$ cat config.mk
export PLATFORM = sky130hd
export DESIGN_NAME = pwl_activation_pipe
export DESIGN_NICKNAME = d
export VERILOG_FILES = /design/src/rtl/pwl_activation_pipe.sv
export SDC_FILE = /design/constraint.sdc
export NUM_CORES = 1
export LEC_CHECK = 0
export ABC_AREA = 1
export ABC_CLOCK_PERIOD_IN_PS = 3750
export BUFFER_PORTS_ARGS = -buffer_cell sky130_fd_sc_hd__buf_2
export CORE_MARGIN = 10
export CORE_UTILIZATION = 56
export DETAILED_ROUTE_END_ITERATION = 12
export GPL_TIMING_DRIVEN = 0
export PLACE_DENSITY = 0.84
export SETUP_SLACK_MARGIN = 0.05
export SYNTH_ARGS = -nofsm -noshare
export SYNTH_HDL_FRONTEND = slang
export SYNTH_SLANG_ARGS = --single-unit
$ cat constraint.sdc
create_clock -name clk -period 3.75 [get_ports clk]
set_clock_uncertainty 0.05 [all_clocks]
set_input_delay 0.375 -clock clk [delete_from_list [all_inputs] [get_ports clk]]
set_output_delay 0.375 -clock clk [all_outputs]
set_load 0.05 [all_outputs]
$ cat src/rtl/pwl_activation_pipe.sv
// Multi-lane, two-stage piecewise-linear activation unit (hard sigmoid, hard tanh,
// relu, leaky relu) with valid/ready backpressure and a saturating clamp-event counter.
module pwl_activation_pipe #(
    parameter int DATA_WIDTH  = 16,
    parameter int FRACT_WIDTH = 8,
    parameter int LANES       = 4,
    parameter int CNT_WIDTH   = 32
) (
    input  logic                          clk,
    input  logic                          rst,
    input  logic                          in_valid,
    output logic                          in_ready,
    input  logic [1:0]                    in_mode,
    input  logic [LANES*DATA_WIDTH-1:0]   in_data,
    output logic                          out_valid,
    input  logic                          out_ready,
    output logic [LANES*DATA_WIDTH-1:0]   out_data,
    output logic [LANES-1:0]              out_sat,
    input  logic                          sat_clr,
    output logic [CNT_WIDTH-1:0]          sat_count
);

    typedef enum logic [1:0] {
        MODE_HSIG  = 2'd0,
        MODE_HTANH = 2'd1,
        MODE_RELU  = 2'd2,
        MODE_LEAKY = 2'd3
    } mode_e;

    // One extra bit of headroom so x+TWO and the clamp compares cannot overflow.
    localparam int W = DATA_WIDTH + 1;
    localparam logic signed [W-1:0] ONE_W = {{(W-1){1'b0}}, 1'b1} << FRACT_WIDTH;
    localparam logic signed [W-1:0] TWO_W = ONE_W <<< 1;

    logic                        en;
    logic                        s1_valid;
    mode_e                       s1_mode;
    logic [LANES*DATA_WIDTH-1:0] s1_data;
    logic [LANES*DATA_WIDTH-1:0] s2_data_next;
    logic [LANES-1:0]            s2_sat_next;
    logic [DATA_WIDTH:0]         lane_res;
    logic [CNT_WIDTH:0]          sat_pop;
    logic [CNT_WIDTH:0]          sat_sum;

    // The whole pipe advances unless the output holds a beat nobody takes.
    assign en       = !(out_valid && !out_ready);
    assign in_ready = en;

    // NOTE: sequential state uses non-blocking assignment so every register samples pre-edge values.
    always_ff @(posedge clk) begin
        if (rst) begin
            s1_valid <= 1'b0;
        end else if (en) begin
            s1_valid <= in_valid;
        end
    end

    // NOTE: payload registers carry no reset; s1_valid alone decides whether they are meaningful.
    always_ff @(posedge clk) begin
        if (en && in_valid) begin
            s1_mode <= mode_e'(in_mode);
            s1_data <= in_data;
        end
    end

    // Returns {sat, y} for one lane.
    function automatic logic [DATA_WIDTH:0] eval_lane(input logic [DATA_WIDTH-1:0] raw,
                                                      input mode_e mode);
        logic signed [W-1:0] x;
        logic signed [W-1:0] y;
        logic                sat;
        x   = {raw[DATA_WIDTH-1], raw};
        y   = x;
        sat = 1'b0;
        case (mode)
            MODE_HSIG: begin
                if (x < -TWO_W) begin
                    y   = '0;
                    sat = 1'b1;
                end else if (x > TWO_W) begin
                    y   = ONE_W;
                    sat = 1'b1;
                end else begin
                    y = (x + TWO_W) >>> 2;
                end
            end
            MODE_HTANH: begin
                if (x < -ONE_W) begin
                    y   = -ONE_W;
                    sat = 1'b1;
                end else if (x > ONE_W) begin
                    y   = ONE_W;
                    sat = 1'b1;
                end
            end
            MODE_RELU: begin
                if (x[W-1]) begin
                    y = '0;
                end
            end
            MODE_LEAKY: begin
                if (x[W-1]) begin
                    y = x >>> 3;
                end
            end
            default: y = x;
        endcase
        return {sat, y[DATA_WIDTH-1:0]};
    endfunction

    // NOTE: every combinational output gets a default first, so no path can infer a latch.
    always_comb begin
        s2_data_next = '0;
        s2_sat_next  = '0;
        lane_res     = '0;
        for (int i = 0; i < LANES; i++) begin
            lane_res = eval_lane(s1_data[i*DATA_WIDTH +: DATA_WIDTH], s1_mode);
            s2_data_next[i*DATA_WIDTH +: DATA_WIDTH] = lane_res[DATA_WIDTH-1:0];
            s2_sat_next[i] = lane_res[DATA_WIDTH];
        end
    end

    // Results only load with a real beat, so out_data keeps its last value across bubbles.
    always_ff @(posedge clk) begin
        if (rst) begin
            out_valid <= 1'b0;
            out_data  <= '0;
            out_sat   <= '0;
        end else if (en) begin
            out_valid <= s1_valid;
            if (s1_valid) begin
                out_data <= s2_data_next;
                out_sat  <= s2_sat_next;
            end
        end
    end

    always_comb begin
        sat_pop = '0;
        for (int i = 0; i < LANES; i++) begin
            sat_pop = sat_pop + {{CNT_WIDTH{1'b0}}, out_sat[i]};
        end
        sat_sum = {1'b0, sat_count} + sat_pop;
    end

    // Clear beats a coincident handshake; the carry bit pins the count at all-ones.
    always_ff @(posedge clk) begin
        if (rst || sat_clr) begin
            sat_count <= '0;
        end else if (out_valid && out_ready) begin
            sat_count <= sat_sum[CNT_WIDTH] ? '1 : sat_sum[CNT_WIDTH-1:0];
        end
    end

endmodule

==> results of run 1 <==
-- synthesized netlist by cell type (10+ instances only) --
cell | n | area [um2]
sky130_fd_sc_hd__nor3_1 | 10 | 50.05
sky130_fd_sc_hd__a41oi_1 | 10 | 87.58
sky130_fd_sc_hd__buf_2 | 23 | 115.1
sky130_fd_sc_hd__edfxtp_1 | 66 | 1982
sky130_fd_sc_hd__nand2_1 | 332 | 1246
sky130_fd_sc_hd__nand4_1 | 31 | 193.9
sky130_fd_sc_hd__a22oi_1 | 28 | 210.2
sky130_fd_sc_hd__a21oi_1 | 49 | 245.2
sky130_fd_sc_hd__dfxtp_1 | 102 | 2042
sky130_fd_sc_hd__inv_1 | 111 | 416.7
sky130_fd_sc_hd__clkbuf_1 | 24 | 90.09
sky130_fd_sc_hd__a21oi_2 | 12 | 105.1
sky130_fd_sc_hd__o21ai_0 | 87 | 435.4
sky130_fd_sc_hd__xor2_1 | 15 | 131.4
sky130_fd_sc_hd__nor2_1 | 191 | 716.9
sky130_fd_sc_hd__nand3_1 | 88 | 440.4
-- sequential cells by signal (all words and copies together) (netlist names) --
register,cells
out_data,64
out_sat,4
out_valid,1
s1_data,64
s1_mode,2
s1_valid,1
sat_count,32
-- where the power goes --
part | total, mW | internal (mW) | switching (mW)
registers | 2.10 | 2.00 | 0.0953
logic | 0.694 | 0.187 | 0.507
clock network | 1.80 | 1.02 | 0.783
total | 4.59 | 3.21 | 1.38
-- cells in the final DEF (no fill, tap or decap), types with 6 or more instances in the layout --
cell type,n
sky130_fd_sc_hd__clkbuf_16,17
sky130_fd_sc_hd__nand3_1,88
sky130_fd_sc_hd__nor2_1,191
sky130_fd_sc_hd__buf_2,194
sky130_fd_sc_hd__nand2_1,332
sky130_fd_sc_hd__clkbuf_1,24
sky130_fd_sc_hd__a21oi_1,49
sky130_fd_sc_hd__o21ai_0,87
sky130_fd_sc_hd__xor2_1,15
sky130_fd_sc_hd__a31oi_1,7
sky130_fd_sc_hd__dfxtp_1,102
sky130_fd_sc_hd__xnor2_1,6
sky130_fd_sc_hd__edfxtp_1,66
sky130_fd_sc_hd__nand4_1,31
sky130_fd_sc_hd__inv_1,110
sky130_fd_sc_hd__a41oi_1,10
sky130_fd_sc_hd__nor3_1,10
sky130_fd_sc_hd__a21oi_2,12
sky130_fd_sc_hd__a22oi_1,28
sky130_fd_sc_hd__ha_1,9
-- worst max-delay path, delay by kind of cell, from the launching register on --
family,cells,cell delay (ps)
adder cells (fa/ha/maj),3,1210
flip-flops,1,370
AND/OR/NAND/NOR,6,820
buffers and inverters,4,470
AO/OA/AOI/OAI,1,140
-- final timing paths --
kind | startpoint | to | slack [ps] | cells past startpoint
worst max-delay path | out_sat[0] | sat_count[10] | 600 | 14
worst min-delay path | in_data[37] | s1_data[37] | 60 | 1
worst max register to register | out_sat[0] | sat_count[10] | 600 | 14
worst min register to register | out_data[41] | out_data[41] | 410 | 2
-- kinds of logic (layout without fill, tap and decap cells) --
family	count (synthesis)	after routing	share of synthesized area
adders and majority gates	12	12	0.01894
buffers and inverters	169	373	0.07355
and+or+nand+nor	669	669	0.3072
xor gates and xnor gates	21	21	0.02017
DFF	168	168	0.4413
AOI/OAI and AO/OA	212	212	0.1389
-- metal layers --
layer / routed length (um) / up-vias
li1: - / 4530
met1: 12030 / 4321
met2: 13600 / 505
met3: 2699 / 69
met4: 869 / 0
met5: 0 / -
-- area by class of cell --
type	instances	area, um2	area share
multi-input cells	914	4424	0.4071
flip-flops and latches	168	4024	0.3703
repair buffers	172	875.8	0.08060
clock buffers	18	439.2	0.04041
inverters	116	435.4	0.04007
well taps	216	270.3	0.02487
plain buffers	53	235.2	0.02165
clock inverters	14	162.7	0.01497
-- stage by stage --
stage	power, mW	setup slack, ps	instances	util
floorplan	2.587	810.3	1251	-
global placement	2.805	697.7	1638	0.6426
detailed placement	2.815	667.7	1639	0.6439
CTS	4.593	622.5	1671	0.6816
global route	4.756	473.2	1671	0.6816
finish	4.590	603.5	1671	0.6816
==> flow_summary_export.csv, run 1 <==
group,metric,value,unit
clocking,htreeDepth,4,
detailed_routing,drtPass1Iterations,6,
clocking,numCtsBuffers,17,
global_route,grt_max_degree,49,
setup_path,cpPeakStageDelay,550,ps
setup_path,endpoint_kind,"register",
floorplanning,pin_count,173,
floorplanning,core.rowCount,46,
synth,synth_flop_cell,"sky130_fd_sc_hd__dfxtp_1",
global_route,met2_global_route_usage,0.4227,
synth,synth-warning-count,0,
setup_path,path_cells,"fa_1, inv_1, fa_1, inv_1, fa_1, nand3_2, nor2_4, nand3_4, nor2_4, nand2_2, inv_2, nand2_4, buf_6, a21oi_2",
detailed_routing,routed_via_density,5.640,
global_route,groute.usage.overall,0.2623,
timing,timing.final.setup_violations,0,
floorplanning,fp.dieH,147.6,um
timing,finalSetupTns,0,ps
final_layout,layout-drive-gt1-share,0.1780,
clocking,max-clock-path-buffers,2,
clocking,cts_hold_buf,0,
floorplanning,starting_density_of_the_core,0.5720,
worst_hold_path,hold_crit_path_type,"in2reg",
synth,synth.cell_area,9119,um2
clocking,tritoncts_num_sinks,168,
synth,number_of_synthesized_flops_with_an_enable_pin,66,
setup_path,timing.setup.critical_path_class,"reg2reg",
detailed_routing,post_detailed_routing_wire_length,29200,um
detailed_routing,wl_per_cell,17.47,um
synth,synth_sequential_area_ratio,0.4413,
global_route,antenna_found_initial,0,
synth,synth-seq-cells,168,
outcome,outcome,"completed",
clocking,cts.repair.resized,0,
detailed_routing,vias,9425,
place,placedInstanceArea,10260,um2
final_layout,layout.filler_cells,1417,
setup_path,worstPathArrival,3450,ps
pwr,static-leakage-power,4.693,nW
timing,worst_slew_margin_rel,0.5144,
synth,post_synth_inst_count,1251,
global_route,use_met3,0.06654,
setup_path,path_common_cell,"sky130_fd_sc_hd__fa_1",
synth,syn_nets,1334,
timing,finalWorstPathRequiredPeriod,3146,ps
clocking,cts.clk_slew.worst_paths,70,ps
detailed_routing,drt_drc_violations_left,0,
setup_path,critPathRequiredTime,4060,ps
clocking,tritoncts,"built",
timing,timing.final.crit_share,0.8391,
synth,asr_flop_ratio_synth,0,
global_route,number_of_global_route_vias_before_repair,8996,
floorplanning,area_of_the_die,21790,um2
synth,synth_cell_types,41,
clocking,worstSkewPairLatency,440,ps
setup_path,timing.critical_path.slowest_stage_cell,"sky130_fd_sc_hd__fa_1",
job,max_cap_viol_count,0,
final_layout,relative_area_change_from_synthesis_to_final_layout,19.17,%
detailed_routing,drt_first_iter_violations,817,
global_route,grt_busiest_layer,"met2",
timing,fin_hold_ws,57.18,ps
floorplanning,die_x,147.6,um
timing,unrepaired_setup_endpoints_after_global_routing,"no",
setup_path,timing.critical_path.fanout_max,10,
timing,final_hold_viol_count,0,
final_layout,postLayoutCellArea,10870,um2
place,place_congestion,0.9786,
timing,fmax,317.8,MHz
final_layout,insertedDiodeCount,0,
global_route,groute.layer.met1.usage,0.3331,
clocking,postCtsSetupBuffers,0,
synth,avgSynthCellArea,7.289,um2
place,post-dp-hpwl,21560,um
setup_path,setup.worst_path.start_class,"register",
global_route,grt_remaining_overflow,0,
pwr,power.ir.vdd_worst,0.3593,mV
place,io_buffer_count,171,
timing,timing.final.max_slew_violations,0,
floorplanning,design.core.area,15940,um2
global_route,grt_pass1_wl,46370,um
clocking,root_buffer,"sky130_fd_sc_hd__clkbuf_16",
timing,actual_transition_at_the_worst_max_transition_pin,728.5,ps
final_layout,final_net_count,1525,
pwr,power-per-cell-area,422.4,nW/um2
detailed_routing,route.antenna.remaining_nets,0,
Power figures use the tool's default switching activity.
==> run 2, diff against run 1 <==
ABC_CLOCK_PERIOD_IN_PS = 3300   (was 3750)
clock period = 3.3 ns   (was 3.75 ns; I/O delays follow)
==> run 2 against run 1 <==
Register-to-register slack lost 410 ps. Critical path depth is the same. Flip-flop and latch count is the same.
==> flow_summary_export.csv, run 2 (synthesis gave the netlist of run 1 again) <==
group,metric,value,unit
timing,fmax,322.4,MHz
clocking,root_buffer,"sky130_fd_sc_hd__clkbuf_16",
global_route,antenna_found_initial,0,
clocking,tritoncts_num_sinks,168,
detailed_routing,post_detailed_routing_wire_length,29290,um
detailed_routing,route.antenna.remaining_nets,0,
setup_path,worstPathArrival,3410,ps
global_route,groute.usage.overall,0.2623,
floorplanning,design.core.area,15940,um2
clocking,htreeDepth,4,
clocking,cts.clk_slew.worst_paths,70,ps
setup_path,setup.worst_path.start_class,"register",
final_layout,finalNonFillerCells,1678,
floorplanning,starting_density_of_the_core,0.5720,
floorplanning,core.rowCount,46,
place,io_buffer_count,171,
place,pre_cts_ws,217.7,ps
outcome,outcome,"completed",
global_route,grt_max_degree,49,
global_route,grt_remaining_overflow,0,
pwr,pnr_total_power,5.224,mW
setup_path,critPathRequiredTime,3610,ps
timing,finalWorstPathRequiredPeriod,3102,ps
pwr,power.combinational.fraction,0.152,
pwr,netSwitchingFraction,0.3021,
timing,timing.final.crit_share,0.9400,
clocking,numCtsBuffers,17,
place,place_congestion,0.9786,
pwr,net-switching-power,1.578,mW
timing,finalSetupTns,0,ps
final_layout,insertedDiodeCount,0,
final_layout,layout_commonest_cell,"sky130_fd_sc_hd__nand2_1",
timing,final_hold_viol_count,0,
setup_path,endpoint_kind,"register",
worst_hold_path,hold_crit_path_type,"in2reg",
pwr,power_report.internal_total,3.646,mW
final_layout,layout.cells.most_common_list,"sky130_fd_sc_hd__nand2_1 (332), sky130_fd_sc_hd__buf_2 (194), sky130_fd_sc_hd__nor2_1 (191)",
timing,unrepaired_setup_endpoints_after_global_routing,"no",
pwr,static-leakage-power,4.726,nW
timing,timing.final.setup_violations,0,
pwr,power.ir.vdd_worst,0.4048,mV
place,numPlacedInstances,1639,
timing,timing.final.ws_setup,197.9,ps
place,post-dp-hpwl,21560,um
clocking,tritoncts,"built",
pwr,pwr-share-seq,0.457,
setup_path,timing.critical_path.fanout_max,10,
setup_path,timing.setup.critical_path_class,"reg2reg",
floorplanning,pin_count,173,
final_layout,reg_top3,"out_data x64, s1_data x64, sat_count x32",
pwr,pwr-share-clk,0.392,
detailed_routing,drtPass1Iterations,6,
detailed_routing,vias,9483,
clocking,worstSkewPairLatency,430,ps
final_layout,layout-drive-gt1-share,0.1792,
global_route,number_of_global_route_vias_before_repair,8996,
detailed_routing,routed_via_density,5.651,
pwr,power-per-cell-area,478.0,nW/um2
final_layout,final_net_count,1532,
floorplanning,fp.dieH,147.6,um
timing,actual_transition_at_the_worst_max_transition_pin,718.0,ps
detailed_routing,drt_first_iter_violations,895,
global_route,grt_pass1_wl,46370,um
timing,worst_slew_margin_rel,0.5213,
detailed_routing,drt_drc_violations_left,0,
job,max_cap_viol_count,0,
clocking,cts.repair.resized,0,
detailed_routing,wl_per_cell,17.45,um
timing,timing.final.max_slew_violations,0,
final_layout,relative_area_change_from_synthesis_to_final_layout,19.85,%
clocking,max-clock-path-buffers,2,
floorplanning,area_of_the_die,21790,um2
floorplanning,die_x,147.6,um
[run 2: layout make-up]
type,count,area [um2]
fill,1409,5014
clock buffer,18,439.2
timing repair buffer,179,938.4
clock inverter,14,162.7
tap,216,270.3
sequential,168,4024
buffer,53,235.2
inverter,116,435.4
multi-input combinational,914,4424
[run 2: what timing repair did]
action,4_1_cts,5_1_grt
hold buffers,0,4
buffers inserted,0,3
endpoints found under the hold margin,0,4
setup endpoints to repair,0,6
[run 2: final timing paths]
path / slack [ps] / startpoint / cells past startpoint / endpoint
max: 200 / out_sat[0] / 14 / sat_count[10]
min: 20 / in_data[22] / 1 / s1_data[22]
max reg2reg: 200 / out_sat[0] / 14 / sat_count[10]
min reg2reg: 410 / out_data[41] / 2 / out_data[41]
[run 2: per-stage QoR]
step,area (um2),util,hold WS [ps]
after CTS,10870,0.6816,5.273
after global placement,10240,0.6426,402.1
after detailed placement,10260,0.6439,401.9
after global routing,10930,0.6855,-0.2758
final,10930,0.6855,15.43
after floorplan,9119,-,378.9
[run 2: power by group through the flow]
stage / combinational [mW] / sequential (mW) / clock, mW
2_1_floorplan: 0.350 / 2.59 / 0
3_3_place_gp: 0.763 / 2.43 / 0
3_5_place_dp: 0.777 / 2.42 / 0
4_1_cts: 0.781 / 2.38 / 2.06
5_1_grt: 0.861 / 2.39 / 2.16
6_report: 0.793 / 2.38 / 2.05
[run 2: worst max-delay path, stage by stage, from the launching register on]
cell,delay [ps]
sky130_fd_sc_hd__dfxtp_1,370
sky130_fd_sc_hd__fa_1,550
sky130_fd_sc_hd__inv_1,50
sky130_fd_sc_hd__fa_1,410
sky130_fd_sc_hd__inv_1,150
sky130_fd_sc_hd__fa_1,240
sky130_fd_sc_hd__nand3_2,150
sky130_fd_sc_hd__nor2_4,180
sky130_fd_sc_hd__nand3_4,120
sky130_fd_sc_hd__nor2_4,170
sky130_fd_sc_hd__nand2_2,70
sky130_fd_sc_hd__inv_2,70
sky130_fd_sc_hd__nand2_4,100
sky130_fd_sc_hd__buf_6,190
sky130_fd_sc_hd__a21oi_2,140
[run 2: layer usage]
metal	share of wire	track usage
met4	0.031	0.09613
met3	0.10	0.06654
met5	0	0
met1	0.40	0.3331
met2	0.46	0.4227
==> run 3, diff against run 2 <==
CORE_ASPECT_RATIO = 0.7   (was default)
CORE_MARGIN = 3   (was 10)
==> run 3 against run 2 <==
Power down 1.2%. Global-route usage is 6.2 points higher. Routed wire length fell by 0.44%. Sequential power about the same. Register-to-register slack improved by 40 ps. Non-clock buffer count decreased by 7. Hold slack worse by 2.8 ps. Critical path type unchanged. Critical endpoint is now sat_count[14].
==> flow_summary_export.csv, run 3 (synthesis gave the netlist of run 1 again) <==
group,metric,value,unit
outcome,outcome,"completed",
timing,finalWorstPathRequiredPeriod,3065,ps
global_route,grt_busiest_layer,"met1",
clocking,cts_hold_buf,0,
timing,finalSetupTns,0,ps
global_route,use_met3,0.09289,
setup_path,critPathRequiredTime,3610,ps
timing,timing.final.crit_share,0.9287,
detailed_routing,drt_drc_violations_left,0,
place,place_congestion,0.9897,
global_route,met2_global_route_usage,0.4425,
clocking,tritoncts,"built",
detailed_routing,routed_via_density,5.783,
setup_path,timing.critical_path.slowest_stage_cell,"sky130_fd_sc_hd__fa_1",
global_route,groute.usage.overall,0.3247,
detailed_routing,drtPass1Iterations,6,
pwr,netSwitchingFraction,0.3090,
final_layout,final_net_count,1525,
setup_path,r2r-end,"sat_count[14]",
job,max_cap_viol_count,0,
setup_path,setup.worst_path.start_class,"register",
timing,actual_transition_at_the_worst_max_transition_pin,988.5,ps
setup_path,worstRegToRegCells,14,
global_route,antenna_found_initial,0,
pwr,power-per-cell-area,475.7,nW/um2
final_layout,postLayoutCellArea,10850,um2
global_route,grt_max_degree,41,
timing,timing.final.setup_violations,0,
timing,unrepaired_setup_endpoints_after_global_routing,"no",
setup_path,path_cells,"fa_1, inv_1, fa_1, inv_2, fa_1, nand3_2, nor2_4, nand3_4, nor2_4, nand2_2, inv_2, nand2_4, buf_6, a21oi_2",
clocking,htreeDepth,4,
detailed_routing,route.antenna.remaining_nets,0,
pwr,power_report.internal_total,3.565,mW
global_route,groute.layer.met1.usage,0.4903,
setup_path,path_common_cell,"sky130_fd_sc_hd__fa_1",
final_layout,finalNonFillerCells,1675,
pwr,net-switching-power,1.594,mW
setup_path,setup.reg_to_reg.worst_slack,240,ps
place,numPlacedInstances,1643,
clocking,postCtsSetupBuffers,0,
setup_path,setup.worst_path.end,"sat_count[14]",
clocking,worstSkewPairLatency,430,ps
timing,fin_hold_ws,12.59,ps
final_layout,relative_area_change_from_synthesis_to_final_layout,18.95,%
setup_path,timing.setup.critical_path_class,"reg2reg",
global_route,grt_pass1_wl,45470,um
timing,fmax,326.3,MHz
floorplanning,area_of_the_die,17880,um2
setup_path,worstPathArrival,3380,ps
final_layout,layout-drive-gt1-share,0.1780,
clocking,numCtsBuffers,17,
pwr,power.ir.vdd_worst,0.2971,mV
detailed_routing,drt_first_iter_violations,1192,
setup_path,timing.critical_path.fanout_max,10,
place,io_buffer_count,171,
global_route,grt_remaining_overflow,0,
floorplanning,design.core.area,15740,um2
setup_path,cpPeakStageDelay,560,ps
setup_path,timing.critical_path.from,"out_sat[0]",
detailed_routing,vias,9686,
final_layout,layout.cells.most_common_list,"sky130_fd_sc_hd__nand2_1 (332), sky130_fd_sc_hd__buf_2 (194), sky130_fd_sc_hd__nor2_1 (191)",
pwr,pwr-share-seq,0.463,
final_layout,reg_top3,"out_data x64, s1_data x64, sat_count x32",
clocking,cts.clk_slew.worst_paths,70,ps
timing,timing.final.max_slew_violations,0,
timing,worst_slew_margin_rel,0.3400,
timing,final_hold_viol_count,0,
floorplanning,core.rowCount,38,
pwr,pnr_total_power,5.160,mW
pwr,pwr-share-clk,0.383,
pwr,static-leakage-power,4.667,nW
setup_path,endpoint_kind,"register",
clocking,cts.repair.resized,0,
clocking,root_buffer,"sky130_fd_sc_hd__clkbuf_16",
final_layout,insertedDiodeCount,0,
final_layout,layout.filler_cells,1334,
detailed_routing,post_detailed_routing_wire_length,29160,um
final_layout,layout_commonest_cell,"sky130_fd_sc_hd__nand2_1",
detailed_routing,wl_per_cell,17.41,um
floorplanning,pin_count,173,
clocking,tritoncts_num_sinks,168,
place,post-dp-hpwl,21270,um
worst_hold_path,hold_crit_path_type,"in2reg",
floorplanning,die_x,158.5,um
pwr,power.combinational.fraction,0.155,
global_route,number_of_global_route_vias_before_repair,8653,
floorplanning,starting_density_of_the_core,0.5794,
setup_path,rr_startpoint,"out_sat[0]",
place,placedInstanceArea,10270,um2
clocking,max-clock-path-buffers,2,
floorplanning,fp.dieH,112.8,um
run 3: changes by cell type in the layout (fill, tap and decap cells not counted), moves of 2 or more:
cell / previous run / this run
sky130_fd_sc_hd__dlygate4sd3_1: 4 / 0
sky130_fd_sc_hd__buf_4: 3 / 0
sky130_fd_sc_hd__clkinv_4: 1 / 3
sky130_fd_sc_hd__clkinvlp_4: 1 / 3
sky130_fd_sc_hd__clkinv_2: 3 / 0
run 3: stage by stage:
step,setup WS (ps),utilization
6_report,235.4,0.6892
5_1_grt,62.14,0.6892
4_1_cts,212.8,0.6892
3_5_place_dp,269.0,0.6526
3_3_place_gp,251.3,0.6513
2_1_floorplan,360.3,-
run 3: power groups by stage:
stage               Clock [mW]  Combinational [mW]  Sequential, mW
floorplan                    0               0.350            2.59
global placement             0               0.758            2.43
detailed placement           0               0.778            2.42
CTS                       1.99               0.784            2.38
global route              2.07               0.863            2.40
finish                    1.98               0.797            2.39
run 3: layout make-up:
type	instances	area [um2]	area share
tap	220	275.3	0.02538
clock buffer	18	439.2	0.04049
timing repair buffer	172	875.8	0.08075
inverter	116	435.4	0.04014
buffer	53	235.2	0.02169
clock inverter	14	137.6	0.01269
multi-input combinational	914	4424	0.4079
sequential	168	4024	0.3710
run 3: how the worst min path moves through the flow:
stage / start / endpoint / slack (ps) / cells after the start
2_1_floorplan: in_data[0] / s1_data[0] / 380 / 0
4_1_cts: in_data[18] / s1_data[18] / 2 / 1
5_1_grt: in_data[25] / s1_data[25] / 3 / 1
3_3_place_gp: s1_valid / s1_valid / 400 / 2
6_report: in_data[18] / s1_data[18] / 10 / 1
3_5_place_dp: out_data[41] / out_data[41] / 410 / 2
run 3: critical path, delay by kind of cell (launching register included):
kind	cells	cell delay (ps)
flip-flops	1	360
AO/OA/AOI/OAI	1	140
buffers and inverters	4	430
adder cells (fa/ha/maj)	3	1190
AND/OR/NAND/NOR	6	810
run 3: metal layers:
| layer | wire length (um) | up-vias |
|---|---|---|
| li1 | - | 4526 |
| met2 | 11850 | 683 |
| met1 | 12390 | 4410 |
| met3 | 4123 | 67 |
| met4 | 794 | 0 |
| met5 | 0 | - |
